$ cat config.mk
export PLATFORM = sky130hd
export DESIGN_NAME = mod_mul_seq
export DESIGN_NICKNAME = d
export VERILOG_FILES = /design/src/rtl/mod_mul_seq.sv
export SDC_FILE = /design/constraint.sdc
export NUM_CORES = 1
export LEC_CHECK = 0
export BUFFER_PORTS_ARGS = -buffer_cell sky130_fd_sc_hd__buf_2
export CORE_AREA = 2 2 57 59
export CTS_CLUSTER_DIAMETER = 100
export DETAILED_ROUTE_END_ITERATION = 8
export DIE_AREA = 0 0 59 61
export PLACE_DENSITY_LB_ADDON = 0.08
export SYNTH_ARGS = -nofsm -noshare
export SYNTH_HDL_FRONTEND = slang
export SYNTH_SLANG_ARGS = --single-unit
export TNS_END_PERCENT = 30
$ cat constraint.sdc
create_clock -name clk_i -period 5.9 [get_ports clk_i]
set_input_delay 1.18 -clock clk_i [delete_from_list [all_inputs] [get_ports clk_i]]
set_output_delay 1.18 -clock clk_i [all_outputs]
set_load 0.03 [all_outputs]
$ cat src/rtl/mod_mul_seq.sv
// Sequential modular multiplier: (a*b) mod m, interleaved shift/add/subtract.
// Optional operand range checking is enabled by defining MODMUL_RANGE_CHECK_EN.
module mod_mul_seq #(
    parameter int N = 4
) (
    input  logic         clk_i,
    input  logic         rst_ni,
    input  logic         start_i,
    input  logic [N-1:0] a_i,
    input  logic [N-1:0] b_i,
    input  logic [N-1:0] m_i,
    output logic         ready_o,
    output logic         valid_o,
    input  logic         ack_i,
    output logic [N-1:0] result_o,
    output logic         zero_o,
    output logic         error_o
);

    localparam int CW = (N > 2) ? $clog2(N) : 1;

    typedef enum logic [1:0] {
        IDLE = 2'd0,
        CALC = 2'd1,
        DONE = 2'd2
    } state_t;

    state_t        r_state;
    state_t        w_next;
    logic [N-1:0]  r_a;
    logic [N-1:0]  r_b;
    logic [N-1:0]  r_m;
    logic [N:0]    r_R;
    logic [CW-1:0] r_cnt;
    logic [N-1:0]  r_result;
    logic          r_zero;

    logic [N:0]    w_m_ext;
    logic [N:0]    w_a_ext;
    logic [N:0]    w_t1;
    logic [N:0]    w_t2;
    logic [N:0]    w_t3;
    logic [N:0]    w_t4;
    logic [N-1:0]  w_res;
    logic          w_accept;
    logic          w_last;

    assign w_m_ext  = {1'b0, r_m};
    assign w_a_ext  = {1'b0, r_a};
    assign w_accept = (r_state == IDLE) && start_i;
    assign w_last   = (r_cnt == '0);

    // One iteration of the interleaved reduction for bit b[cnt]
    always_comb begin
        w_t1 = r_R << 1;
        w_t2 = (w_t1 >= w_m_ext) ? (w_t1 - w_m_ext) : w_t1;
        w_t3 = r_b[r_cnt] ? (w_t2 + w_a_ext) : w_t2;
        w_t4 = (w_t3 >= w_m_ext) ? (w_t3 - w_m_ext) : w_t3;
        // m of 0 or 1 always yields a zero residue
        w_res = (r_m <= N'(1)) ? '0 : w_t4[N-1:0];
    end

    // State register
    always_ff @(posedge clk_i or negedge rst_ni) begin
        if (!rst_ni) begin
            r_state <= IDLE;
        end else begin
            r_state <= w_next;
        end
    end

    // Next-state logic
    always_comb begin
        w_next = r_state;
        unique case (r_state)
            IDLE:    if (start_i) w_next = CALC;
            CALC:    if (w_last) w_next = DONE;
            DONE:    if (ack_i) w_next = IDLE;
            default: w_next = IDLE;
        endcase
    end

    // Operand capture, iteration and result latching
    always_ff @(posedge clk_i or negedge rst_ni) begin
        if (!rst_ni) begin
            r_a      <= '0;
            r_b      <= '0;
            r_m      <= '0;
            r_R      <= '0;
            r_cnt    <= '0;
            r_result <= '0;
            r_zero   <= 1'b0;
        end else begin
            if (w_accept) begin
                r_a   <= a_i;
                r_b   <= b_i;
                r_m   <= m_i;
                r_R   <= '0;
                r_cnt <= CW'(N - 1);
            end else if (r_state == CALC) begin
                r_R <= w_t4;
                if (w_last) begin
                    r_result <= w_res;
                    r_zero   <= (w_res == '0);
                end else begin
                    r_cnt <= r_cnt - 1'b1;
                end
            end
        end
    end

`ifdef MODMUL_RANGE_CHECK_EN
    logic r_err;
    logic w_range_err;

    assign w_range_err = (a_i >= m_i) || (b_i >= m_i) || (m_i == '0);

    // Range flag: captured at accept, dropped when the result is taken
    always_ff @(posedge clk_i or negedge rst_ni) begin
        if (!rst_ni) begin
            r_err <= 1'b0;
        end else if (w_accept) begin
            r_err <= w_range_err;
        end else if ((r_state == DONE) && ack_i) begin
            r_err <= 1'b0;
        end
    end
`endif

    // Handshake and result outputs
    always_comb begin
        ready_o  = (r_state == IDLE);
        valid_o  = (r_state == DONE);
        result_o = r_result;
        zero_o   = r_zero;
`ifdef MODMUL_RANGE_CHECK_EN
        error_o  = r_err && (r_state == DONE);
`else
        error_o  = 1'b0;
`endif
    end

endmodule

==> flow_metrics.tcl, run 1 <==
set metrics [dict create \
    clk_latency_ps 330 \
    drt_iter0_markers 59 \
    path_max_fanout 4 \
    worst_pin_slew_ps 585.7 \
    wl_per_cell_um 15.03 \
    cts.sinks 25 \
    io_pins 24 \
    grt_pass1_wl_um 5913 \
    final-setup-viol-count 0 \
    drive_gt1_share_pct 20.00 \
    num_rows 20 \
    area.growth.synth_to_final_pct 9.922 \
    crit_path_end_kind "register" \
    skew_ps 19.53 \
    drc 0 \
    initial_utilization_pct 54.24 \
    dieArea_sq_um 3599 \
    syn_area_per_cell_sq_um 9.477 \
    synth_area_sq_um 1602 \
    synthArstFlopShare_pct 100.0 \
    syn-num-nets 201 \
    grt-ovfl-total 0 \
    post-cts-setup-buffer-count 0 \
    final_cells 223 \
    ys_seq_elements 25 \
    hold_path.class "register to register" \
    synth_cell_type_count 36 \
    viasPerCell 5.552 \
    grt_usage_pct 21.95 \
    die_h_um 61 \
    final-max-slew-violation-count 0 \
    ant_nets 0 \
    cts_buffers 3 \
    synth_edf_count 0 \
    synth_ff_type "dfrtp_1" \
    cts_buffer_depth 2 \
    netlist.area_leader.share_pct 39.06 \
    synthTopCellsByArea "dfrtp_1 39%, ha_1 10%, nand2_1 7.5%, o21ai_0 5.3%, fa_1 3.8%" \
    vias 1238 \
    outcome "complete, no violations" \
    layout.nets 223 \
    fmax_ghz 0.2167 \
    wl_um 3352 \
    setup_tns_ps 0 \
    cts_hold_buf 0 \
    port_buffers 22 \
    min_period_ps 4616 \
    antenna_found_initial 0 \
    syn_inst 169 \
    slew_headroom_pct 60.96 \
    cts_max_level 1 \
    die_x_um 59 \
    cts_resized 0 \
    grt_max_degree 26 \
    fillers 290 \
    hold_violations 0 \
    tritoncts "done" \
    dpl.cell_count 219 \
    ys.warnings.count 0 \
    cp-start-kind "register" \
    core_area_sq_um 2953 \
    synth_area_leader_cell "dfrtp_1" \
    yosysSeqAreaShare_pct 39.06 \
    path_clk_slew_ps 150 \
    antennaDiodeCount 0 \
    worstPathRequired_ps 6140 \
    place_congestion 0.8245 \
    drtPass1Iterations 4 \
    most-common-layout-cells "32 x nand2_1, 25 x dfrtp_1, 22 x buf_2" \
    grt_pass1_vias 1283 \
    rsz0062_at_grt "no" \
    clockRootBuffer "clkbuf_4" \
    arrival_ps 4850 \
    period_share_pct 78.23 \
    cap_violations 0 \
    path_class "register to register" \
    final_common_cell "nand2_1" \
    place_hpwl_um 2727 \
]
## layout make-up
| cell class | instances | area (sq um) | share of cell area [%] |
|---|---|---|---|
| Multi-Input combinational cell | 127 | 908.4 | 51.60 |
| Sequential cell | 25 | 625.6 | 35.54 |
| Timing Repair Buffer | 22 | 110.1 | 6.254 |
| Inverter | 12 | 45.04 | 2.559 |
| Tap cell | 33 | 41.29 | 2.345 |
| Clock buffer | 3 | 22.52 | 1.279 |
| Clock inverter | 1 | 7.507 | 0.4264 |
## per-layer routing
| layer | global-route usage (%) | vias to the layer above | wire length, um | part of all wire (%) |
|---|---|---|---|---|
| met5 | 0 | - | 0 | 0 |
| met4 | 7.792 | 0 | 49 | 1.5 |
| met1 | 29.51 | 599 | 1563 | 47 |
| met2 | 36.98 | 12 | 1670 | 50 |
| met3 | 2.345 | 6 | 69 | 2.1 |
| li1 | - | 621 | - | - |
## critical path, stage by stage, from the launching register on
cell and delay, ps:
dfrtp_1 440, inv_1 160, ha_1 270, ha_1 200, o211ai_1 260, nand3_1 210, mux2i_1 220, fa_1 460
xnor2_1 140, mux2_2 280, ha_1 330, a21oi_1 160, nand2_1 90, a31oi_1 150, nor2b_1 90, nor4_4 400
mux2_1 410, a31oi_1 200, nor3_2 70
## kinds of logic (layout without fill, tap and decap cells)
family	after synthesis	after routing	synth area share, %
AND/OR/NAND/NOR	58	58	18.20
AO/OA/AOI/OAI	35	35	12.97
flip-flops	25	25	39.06
buffers and inverters	17	38	4.218
adder cells (fa/ha/maj)	16	16	13.91
multiplexers	11	11	8.125
XOR/XNOR	6	6	3.282
other	1	1	0.2342
## cells in the mapped netlist, types with 2 or more instances
| cell | number |
|---|---|
| inv_1 | 12 |
| a31oi_1 | 4 |
| nor2_1 | 5 |
| mux2_2 | 5 |
| ha_1 | 13 |
| mux2i_1 | 4 |
| xor2_1 | 3 |
| fa_1 | 3 |
| and2_1 | 2 |
| dfrtp_1 | 25 |
| xnor2_1 | 3 |
| nand2_1 | 32 |
| nor2b_1 | 3 |
| o21ai_0 | 17 |
| nand3_1 | 6 |
| a21o_1 | 4 |
| a21oi_1 | 4 |
| clkbuf_1 | 4 |
| nand2b_1 | 3 |
## path summary, 6_finish.rpt
kind	startpoint	endpoint	depth (start not counted)	slack [ps]
max	r_m[1]$_DFFE_PN0P_	zero_o$_DFFE_PN0P_	18	1280
min	result_o[2]$_DFFE_PN0P_	result_o[2]$_DFFE_PN0P_	1	500
max reg2reg	r_m[1]$_DFFE_PN0P_	zero_o$_DFFE_PN0P_	18	1280
min reg2reg	result_o[2]$_DFFE_PN0P_	result_o[2]$_DFFE_PN0P_	1	500
max in group asynchronous	rst_ni	r_cnt[0]$_DFFE_PN0P_	1	4720
min in group asynchronous	rst_ni	r_cnt[1]$_DFFE_PN0P_	1	810
## registers in the layout (all words and copies together), names as in the netlist
name,cells
r_cnt,2
zero_o,1
r_a,4
r_R,4
r_m,4
r_state,2
result_o,4
r_b,4
## through the flow
| stage | area [sq um] | setup WS, ps | util (%) | hold slack, ps |
|---|---|---|---|---|
| after global routing | 1760 | 858.1 | 59.62 | 528.3 |
| final | 1760 | 1284 | 59.62 | 495.4 |
| after detailed placement | 1730 | 1295 | 58.60 | 462.2 |
| after global placement | 1730 | 1482 | 58.60 | 452.6 |
| after floorplan | 1602 | 1667 | - | 440.3 |
| after CTS | 1760 | 1283 | 59.62 | 495.2 |
Power of run 1 is left out: the tool's default activity adds up to more than one toggle a clock period on the data nets, which glitch-free logic cannot reach.
==> run 2: changes to the inputs <==
CORE_AREA = 2 2 60 62   (was 2 2 57 59)
DIE_AREA = 0 0 62 64   (was 0 0 59 61)
clock period = 3.8 ns   (was 5.9 ns; I/O delays follow)
==> run 2 against run 1 <==
Effect of this change:
- the run now ends with negative setup slack left
- global-route usage increased by 1.4 points
- cell area increased by 25%
- utilization up 7.4 points
- wire length grew 18%
- via count increased by 9.5%
- critical path type unchanged
- largest cell class unchanged
==> flow_metrics.tcl, run 2 (synthesis results as in run 1) <==
set metrics [dict create \
    ant_nets 0 \
    clk_latency_ps 330 \
    multi_input_area_sq_um 1102 \
    grt_pass1_vias 1512 \
    crit_path_end_kind "register" \
    layout.nets 253 \
    pre_cts_slack_ps -280.2 \
    failed_checks "negative setup slack" \
    min_period_ps 4118 \
    final-max-slew-violation-count 0 \
    grt_pass1_wl_um 6817 \
    core_area_sq_um 3284 \
    crit_slowest_cell "dfrtp_1" \
    most-common-layout-cells "32 x nand2_1, 29 x buf_4, 25 x dfrtp_1" \
    final_common_cell "nand2_1" \
    hold_violations 0 \
    path_class "register to register" \
    area.growth.synth_to_final_pct 37.34 \
    final_cells 266 \
    die_h_um 64 \
    clockRootBuffer "clkbuf_4" \
    cts_buffer_depth 2 \
    drt_iter0_markers 13 \
    worst_pin_slew_ps 846.5 \
    initial_utilization_pct 48.76 \
    hold_path.class "primary input to asynchronous set/reset pin" \
    timing.hold.ws_ps 398.0 \
    wl_um 3967 \
    skew_ps 9.715 \
    wl_per_cell_um 14.91 \
    path_max_fanout 4 \
    rrSetupSlack_ps -320 \
    slew_headroom_pct 43.08 \
    path_common_cell "ha_4" \
    grt_usage_pct 23.34 \
    dieArea_sq_um 3968 \
    antenna_found_initial 0 \
    drive_gt1_share_pct 42.73 \
    final-setup-viol-count 9 \
    outcome "finished, violations left" \
    fillers 275 \
    viasPerCell 5.094 \
    fmax_ghz 0.2428 \
    r2r_cells 18 \
    register_area_sq_um 625.6 \
    rsz0062_at_grt "yes" \
    dpl.cell_count 254 \
    cap_violations 0 \
    worstPathRequired_ps 4040 \
    cts_hold_buf 0 \
    antennaDiodeCount 0 \
    worstPathCellList "ha_4 -> ha_4 -> o211ai_1 -> nand3_2 -> mux2i_4 -> fa_2 -> xnor2_1 -> mux2_4 -> ha_4 -> a21oi_2 -> nand2_1 -> a31oi_1 -> nor2b_2 -> nor4_4 -> buf_6 -> mux2_4 -> a31oi_2 -> nor3_2" \
    cp-start-kind "register" \
    drc 0 \
    arrival_ps 4360 \
    place_hpwl_um 2964 \
    cp_num_buf_inv 1 \
    cts.sinks 25 \
    cts_max_level 1 \
    tritoncts "done" \
    vias 1355 \
    drtPass1Iterations 4 \
    path_delay_family "adder cells" \
    path_clk_slew_ps 150 \
    place_congestion 0.8322 \
    port_buffers 22 \
    r2r_end "zero_o$_DFFE_PN0P_" \
    io_pins 24 \
    crit_start "r_R[0]$_DFFE_PN0P_" \
    setup_ws_ps -318.3 \
    cp_slowest_stage_delay_ps 450 \
    num_rows 21 \
    grt_max_degree 26 \
    grt-ovfl-total 0 \
    period_share_pct 108.4 \
    cts_buffers 3 \
    die_x_um 62 \
    r2r-start "r_R[0]$_DFFE_PN0P_" \
]
[run 2: layer usage]
| layer | vias to the layer above | share of wire (%) | track usage [%] |
|---|---|---|---|
| met4 | 0 | 1.2 | 6.649 |
| li1 | 679 | - | - |
| met5 | - | 0 | 0 |
| met2 | 16 | 52 | 37.63 |
| met3 | 6 | 1.9 | 2.834 |
| met1 | 654 | 45 | 32.45 |
[run 2: what timing repair did]
item	4_1_cts	5_1_grt
pin swaps	3	1
setup buffers	7	1
resized for setup	10	6
endpoints found under the setup margin	9	9
endpoints found under the hold margin	0	0
[run 2: metrics by stage]
| step | setup TNS, ps | cell area [sq um] | utilization, % |
|---|---|---|---|
| detailed placement | -1791 | 2024 | 61.64 |
| finish | -1895 | 2200 | 66.97 |
| global placement | -1660 | 2024 | 61.64 |
| floorplan | -146.2 | 1714 | - |
| global route | -3706 | 2200 | 66.97 |
| CTS | -1443 | 2163 | 65.87 |
[run 2: worst max-delay path by stage]
stage                                   end  slack [ps]  cells past startpoint
floorplan                zero_o$_DFFE_PN0P_        -120                     18
global placement    result_o[2]$_DFFE_PN0P_        -260                     19
detailed placement       zero_o$_DFFE_PN0P_        -280                     19
CTS                      zero_o$_DFFE_PN0P_        -240                     18
global route             zero_o$_DFFE_PN0P_        -510                     19
finish                   zero_o$_DFFE_PN0P_        -320                     18
[run 2: area by class of cell]
| cell class | instances | area share, % |
|---|---|---|
| multi-input combinational | 127 | 50.11 |
| sequential | 25 | 28.44 |
| timing repair buffer | 52 | 15.42 |
| tap | 46 | 2.617 |
| inverter | 12 | 2.048 |
| clock buffer | 3 | 1.024 |
| clock inverter | 1 | 0.3413 |
Power of run 2 is left out for the same reason.
